**src/rtl/imm_gen_pkg.sv**
```systemverilog
// rtl/imm_gen_pkg.sv - shared types and opcode constants for the immediate generator
package imm_gen_pkg;

    typedef enum logic [2:0] {
        FMT_I    = 3'd0,
        FMT_S    = 3'd1,
        FMT_B    = 3'd2,
        FMT_U    = 3'd3,
        FMT_J    = 3'd4,
        FMT_SH   = 3'd5,
        FMT_NONE = 3'd7
    } imm_fmt_e;

    localparam logic [6:0] OPC_LOAD   = 7'b0000011;
    localparam logic [6:0] OPC_OPIMM  = 7'b0010011;
    localparam logic [6:0] OPC_JALR   = 7'b1100111;
    localparam logic [6:0] OPC_SYSTEM = 7'b1110011;
    localparam logic [6:0] OPC_STORE  = 7'b0100011;
    localparam logic [6:0] OPC_BRANCH = 7'b1100011;
    localparam logic [6:0] OPC_LUI    = 7'b0110111;
    localparam logic [6:0] OPC_AUIPC  = 7'b0010111;
    localparam logic [6:0] OPC_JAL    = 7'b1101111;

    typedef enum logic [1:0] {
        ST_EMPTY = 2'd0,
        ST_ONE   = 2'd1,
        ST_TWO   = 2'd2
    } skid_state_e;

endpackage

```
**src/rtl/imm_decode.sv**
```systemverilog
// rtl/imm_decode.sv - combinational RV32I/RV64I immediate decoder
module imm_decode
    import imm_gen_pkg::*;
#(
    parameter int XLEN = 32
) (
    input  logic [31:0]     instr,
    output logic [XLEN-1:0] imm,
    output imm_fmt_e        fmt,
    output logic            illegal
);

    logic [2:0] funct3;
    assign funct3 = instr[14:12];

    always_comb begin
        imm     = '0;
        fmt     = FMT_NONE;
        illegal = 1'b0;
        case (instr[6:0])
            OPC_LOAD, OPC_JALR, OPC_SYSTEM: begin
                fmt = FMT_I;
                imm = XLEN'($signed(instr[31:20]));
            end
            OPC_OPIMM: begin
                if (funct3 == 3'b001 || funct3 == 3'b101) begin
                    // shamt widens to 6 bits on RV64; funct7 bits are not part of the value
                    fmt = FMT_SH;
                    if (XLEN == 64) imm = XLEN'(instr[25:20]);
                    else            imm = XLEN'(instr[24:20]);
                end else begin
                    fmt = FMT_I;
                    imm = XLEN'($signed(instr[31:20]));
                end
            end
            OPC_STORE: begin
                fmt = FMT_S;
                imm = XLEN'($signed({instr[31:25], instr[11:7]}));
            end
            OPC_BRANCH: begin
                fmt = FMT_B;
                imm = XLEN'($signed({instr[31], instr[7], instr[30:25], instr[11:8], 1'b0}));
            end
            OPC_LUI, OPC_AUIPC: begin
                fmt = FMT_U;
                imm = XLEN'($signed({instr[31:12], 12'b0}));
            end
            OPC_JAL: begin
                fmt = FMT_J;
                imm = XLEN'($signed({instr[31], instr[19:12], instr[20], instr[30:21], 1'b0}));
            end
            default: begin
                illegal = 1'b1;
            end
        endcase
    end

endmodule

```
**src/rtl/imm_gen_pipe.sv**
```systemverilog
// rtl/imm_gen_pipe.sv - handshaked immediate generator with output register and one skid entry
module imm_gen_pipe
    import imm_gen_pkg::*;
#(
    parameter int XLEN  = 32,
    parameter int TAG_W = 32
) (
    input  logic             clk,
    input  logic             rst,
    input  logic             flush,
    input  logic             in_valid,
    output logic             in_ready,
    input  logic [31:0]      in_instr,
    input  logic [TAG_W-1:0] in_tag,
    output logic             out_valid,
    input  logic             out_ready,
    output logic [XLEN-1:0]  out_imm,
    output imm_fmt_e         out_fmt,
    output logic             out_illegal,
    output logic [TAG_W-1:0] out_tag
);

    logic [XLEN-1:0]  dec_imm;
    imm_fmt_e         dec_fmt;
    logic             dec_illegal;

    imm_decode #(.XLEN(XLEN)) u_decode (
        .instr   (in_instr),
        .imm     (dec_imm),
        .fmt     (dec_fmt),
        .illegal (dec_illegal)
    );

    skid_state_e      state, state_next;
    logic             ready_q;
    logic [XLEN-1:0]  skid_imm;
    imm_fmt_e         skid_fmt;
    logic             skid_illegal;
    logic [TAG_W-1:0] skid_tag;

    logic in_fire, out_fire;
    logic load_out_in, load_out_skid, load_skid;

    assign in_ready  = ready_q;
    assign out_valid = (state != ST_EMPTY);
    assign in_fire   = in_valid & ready_q;
    assign out_fire  = out_valid & out_ready;

    always_comb begin
        state_next    = state;
        load_out_in   = 1'b0;
        load_out_skid = 1'b0;
        load_skid     = 1'b0;
        if (flush) begin
            state_next = ST_EMPTY;
        end else begin
            case (state)
                ST_EMPTY: begin
                    if (in_fire) begin
                        state_next  = ST_ONE;
                        load_out_in = 1'b1;
                    end
                end
                ST_ONE: begin
                    if (in_fire && out_fire) begin
                        load_out_in = 1'b1;
                    end else if (in_fire) begin
                        state_next = ST_TWO;
                        load_skid  = 1'b1;
                    end else if (out_fire) begin
                        state_next = ST_EMPTY;
                    end
                end
                ST_TWO: begin
                    // older entry sits in the output register, so drain refills it from the skid
                    if (out_fire) begin
                        state_next    = ST_ONE;
                        load_out_skid = 1'b1;
                    end
                end
                default: state_next = ST_EMPTY;
            endcase
        end
    end

    always_ff @(posedge clk or posedge rst) begin
        if (rst) begin
            state        <= ST_EMPTY;
            ready_q      <= 1'b1;
            out_imm      <= '0;
            out_fmt      <= FMT_NONE;
            out_illegal  <= 1'b0;
            out_tag      <= '0;
            skid_imm     <= '0;
            skid_fmt     <= FMT_NONE;
            skid_illegal <= 1'b0;
            skid_tag     <= '0;
        end else begin
            state   <= state_next;
            ready_q <= (state_next != ST_TWO);
            if (load_out_in) begin
                out_imm     <= dec_imm;
                out_fmt     <= dec_fmt;
                out_illegal <= dec_illegal;
                out_tag     <= in_tag;
            end else if (load_out_skid) begin
                out_imm     <= skid_imm;
                out_fmt     <= skid_fmt;
                out_illegal <= skid_illegal;
                out_tag     <= skid_tag;
            end
            if (load_skid) begin
                skid_imm     <= dec_imm;
                skid_fmt     <= dec_fmt;
                skid_illegal <= dec_illegal;
                skid_tag     <= in_tag;
            end
        end
    end

endmodule

```
**config.mk**
```make
export PLATFORM = sky130hd
export DESIGN_NAME = imm_gen_pipe
export DESIGN_NICKNAME = d
export VERILOG_FILES = /design/src/rtl/imm_gen_pkg.sv /design/src/rtl/imm_decode.sv /design/src/rtl/imm_gen_pipe.sv
export SDC_FILE = /design/constraint.sdc
export NUM_CORES = 1
export LEC_CHECK = 0
export BUFFER_PORTS_ARGS = -buffer_cell sky130_fd_sc_hd__buf_2
export CAP_MARGIN = 10
export CELL_PAD_IN_SITES_DETAIL_PLACEMENT = 0
export CELL_PAD_IN_SITES_GLOBAL_PLACEMENT = 1
export CORE_ASPECT_RATIO = 0.5
export CORE_UTILIZATION = 37
export DETAILED_ROUTE_END_ITERATION = 16
export PLACE_DENSITY_LB_ADDON = 0.08
export SLEW_MARGIN = 20
export SYNTH_ARGS = -nofsm -noshare
export SYNTH_HDL_FRONTEND = slang
export SYNTH_SLANG_ARGS = --single-unit
```
**constraint.sdc**
```tcl
create_clock -name clk -period 4.4 [get_ports clk]
set_input_delay 0.88 -clock clk [delete_from_list [all_inputs] [get_ports clk]]
set_output_delay 0.88 -clock clk [all_outputs]
set_load 0.03 [all_outputs]
```
==> results.py <==
metrics = {
    "layout": {
        "layout-drive-gt1-share_pct": 25.77,
        "fin_nets": 840,
        "num_antenna_cells": 0,
        "post-route-util_pct": 46.28,
        "syn_to_final_growth_pct": 22.36,
    },
    "min_path": {
        "hold_depth": 2,
        "min_from": "out_tag[23]",
        "worstHoldEndpoint": "out_tag[23]",
        "hold_class": "reg -> reg",
    },
    "worst_setup_path": {
        "critical-path-max-stage-delay_ns": 0.75,
        "crit_start": "in_valid",
        "start_kind": "input port",
        "critPathSlowestCell": "nor4_4",
        "r2r_cells": 6,
        "crit_chain": "buf_2 > nand2_1 > nor4_4 > nand3_1 > buf_4 > and2b_4 > a221o_1",
        "r2r_end": "out_imm[6]",
        "cp_data_required_time_ns": 4.75,
        "crit_fanout": 22,
        "worstPathArrival_ns": 2.73,
        "rr_startpoint": "in_ready",
        "r2r_slack_ns": 2.03,
        "worstSetupEndpointType": "flop",
        "crit_type": "in -> reg",
    },
    "global_route": {
        "grt_use_total_pct": 20.04,
        "grt_pass1_wl_um": 26440,
        "grt_max_degree": 140,
        "grt_pass1_vias": 4920,
        "antenna_found_initial": 1,
        "grt.overflow.total": 0,
    },
    "sta": {
        "clock_skew_ns": 0.01220,
        "fin_tns_setup_ns": 0,
        "drv_slew": 0,
        "finalSetupViolCount": 0,
        "slew_headroom_pct": 31.91,
        "fin_ws_ns": 2.012,
        "min_period_ns": 2.388,
        "finalCritPeriodShare_pct": 54.27,
        "rsz0062_at_grt": "false",
        "timing.fmax_ghz": 0.4188,
        "worst_slew_pin_slew_ns": 1.013,
        "hold_violations": 0,
    },
    "flow_run": {
        "maxCapViolCount": 0,
    },
    "cts": {
        "cts_resized": 0,
        "clk_pin_slew_worst_paths_ns": 0.06,
        "cts_hold_buf": 0,
        "root_buffer": "clkbuf_16",
        "clk_latency_ns": 0.42,
        "cts_tree": "done",
        "cts.sinks": 139,
        "cts_buffers": 17,
        "htree_levels": 4,
        "cts_setup_buffers": 0,
        "clockBufferDepth": 2,
    },
    "yosys": {
        "syn_area_um2": 6200,
        "ys_top_cells_by_area": "dfrtp_1 (53%), nand2_1 (13%), a22oi_1 (5.9%)",
        "synth_top_area_share_pct": 53.28,
        "synth_nets": 723,
        "synth_cell_type_count": 56,
        "synth-main-ff-cell": "dfrtp_1",
        "avgSynthCellArea_um2": 9.480,
        "async_reset_ff_share_pct": 100.0,
        "synth-edff-count": 0,
        "syn_inst": 654,
        "yosysTopAreaCell": "dfrtp_1",
        "ys_top_cells_by_count": "nand2_1 (214), dfrtp_1 (132), a22oi_1 (49)",
        "yosys_warnings": 0,
        "ys_seq_area_share_pct": 56.25,
        "yosysMostFrequentCell": "nand2_1",
        "ys_seq_elements": 139,
    },
    "route": {
        "vias": 5093,
        "drc": 0,
        "drt_iter0_drc": 359,
        "drtAntennaViolNets": 0,
        "drt_first_pass_iters": 7,
        "routed_wl_um": 16480,
        "wl_per_cell_um": 16.30,
        "vias_per_cell": 5.038,
    },
    "place": {
        "place_ws_ns": 1.576,
        "io_buffers": 138,
        "place.gp.congestion": 0.8734,
        "dp_hpwl_um": 10260,
    },
    "floorplan": {
        "dieHeight_um": 93.53,
        "start_util_pct": 37.82,
        "design.portCount": 139,
        "die_x_um": 185.1,
        "die_area_um2": 17310,
        "core-area_um2": 16390,
        "placementRows": 33,
    },
    "power_and_ir_drop": {
        "p_switching_uw": 996.8,
        "leakage_uw": 0.003849,
        "power.total_uw": 3446,
        "pwr-share-comb_pct": 14.6,
        "internal_power_uw": 2449,
        "swShare_pct": 28.93,
        "pwr-share-clk_pct": 40.8,
        "pwr-share-seq_pct": 44.5,
        "vdd_drop_max_mv": 0.3175,
        "power_density_nw_per_um2": 454.2,
    },
    "run_status": {
        "run_status": "completed",
    },
}
-- registers in the layout (all words and copies together) (netlist names) --
register      flops
in_ready          1
out_fmt           3
out_illegal       1
out_imm          32
out_tag          32
skid_fmt          3
skid_illegal      1
skid_imm         32
skid_tag         32
state             2
-- per-layer routing --
metal  up-vias  wire, um  GRT usage, %
met2       127      7287         30.92
met5         -        13             0
met1      2454      8228         28.10
met4         2       162         5.923
li1       2496         -             -
met3        14       784         4.439
-- power groups by stage --
| stage | combinational (uW) | clock, uW | sequential, uW |
|---|---|---|---|
| 2_1_floorplan | 220 | 0 | 1670 |
| 3_3_place_gp | 507 | 0 | 1550 |
| 3_5_place_dp | 511 | 0 | 1560 |
| 5_1_grt | 565 | 1490 | 1550 |
| 6_report | 505 | 1410 | 1530 |
| 4_1_cts | 513 | 1440 | 1540 |
-- layout by cell type, fill, tap and decap left out, types with 3 or more instances in the layout --
cell type     n
clkbuf_16    17
clkbuf_1      3
dfstp_2       7
a21oi_1      31
clkinv_4      4
nand3_1      21
a22oi_1      49
nand3b_1      3
nor2b_1       3
o21ai_1       8
nand2_1     213
buf_4         6
a221o_1       7
dfrtp_1     132
and3_1       16
a22oi_2       4
o22ai_1      11
clkinvlp_4    5
nor2_1       21
o21ai_0      33
buf_2       138
-- logic make-up after synthesis --
kind of cell / share of synthesized area (%)
AO/OA/AOI/OAI: 17.54
XOR/XNOR: 0.2826
buffers and inverters: 4.480
flip-flops: 56.25
multiplexers: 0.3229
AND/OR/NAND/NOR: 21.13
-- critical path, delay by kind of cell --
family | cells | cell delay [ns]
AOI/OAI and AO/OA | 1 | 0.15
buffers and inverters | 2 | 0.34
and+or+nand+nor | 4 | 1.37
-- area by class of cell --
class | instances | area, um2
fill | 1623 | 8806
multi-input combinational | 466 | 2469
timing repair buffer | 145 | 755.7
tap | 227 | 284.0
clock buffer | 20 | 436.7
sequential | 139 | 3487
inverter | 2 | 11.26
clock inverter | 12 | 142.6
-- stage by stage --
| stage | std cells | hold WS [ns] | cell area (um2) |
|---|---|---|---|
| 6_report | 1011 | 0.4666 | 7586 |
| 5_1_grt | 1011 | 0.4824 | 7586 |
| 4_1_cts | 1011 | 0.4726 | 7586 |
| 3_5_place_dp | 979 | 0.4580 | 7007 |
| 3_3_place_gp | 979 | 0.4545 | 7007 |
| 2_1_floorplan | 654 | 0.4392 | 6203 |
-- worst max path at each step --
stage / to / depth (start not counted)
2_1_floorplan: out_illegal / 1
3_3_place_gp: out_imm[9] / 7
3_5_place_dp: out_imm[10] / 7
4_1_cts: out_imm[6] / 6
5_1_grt: skid_imm[24] / 5
6_report: out_imm[6] / 7
Note: power is estimated with default switching activity, not from simulation.
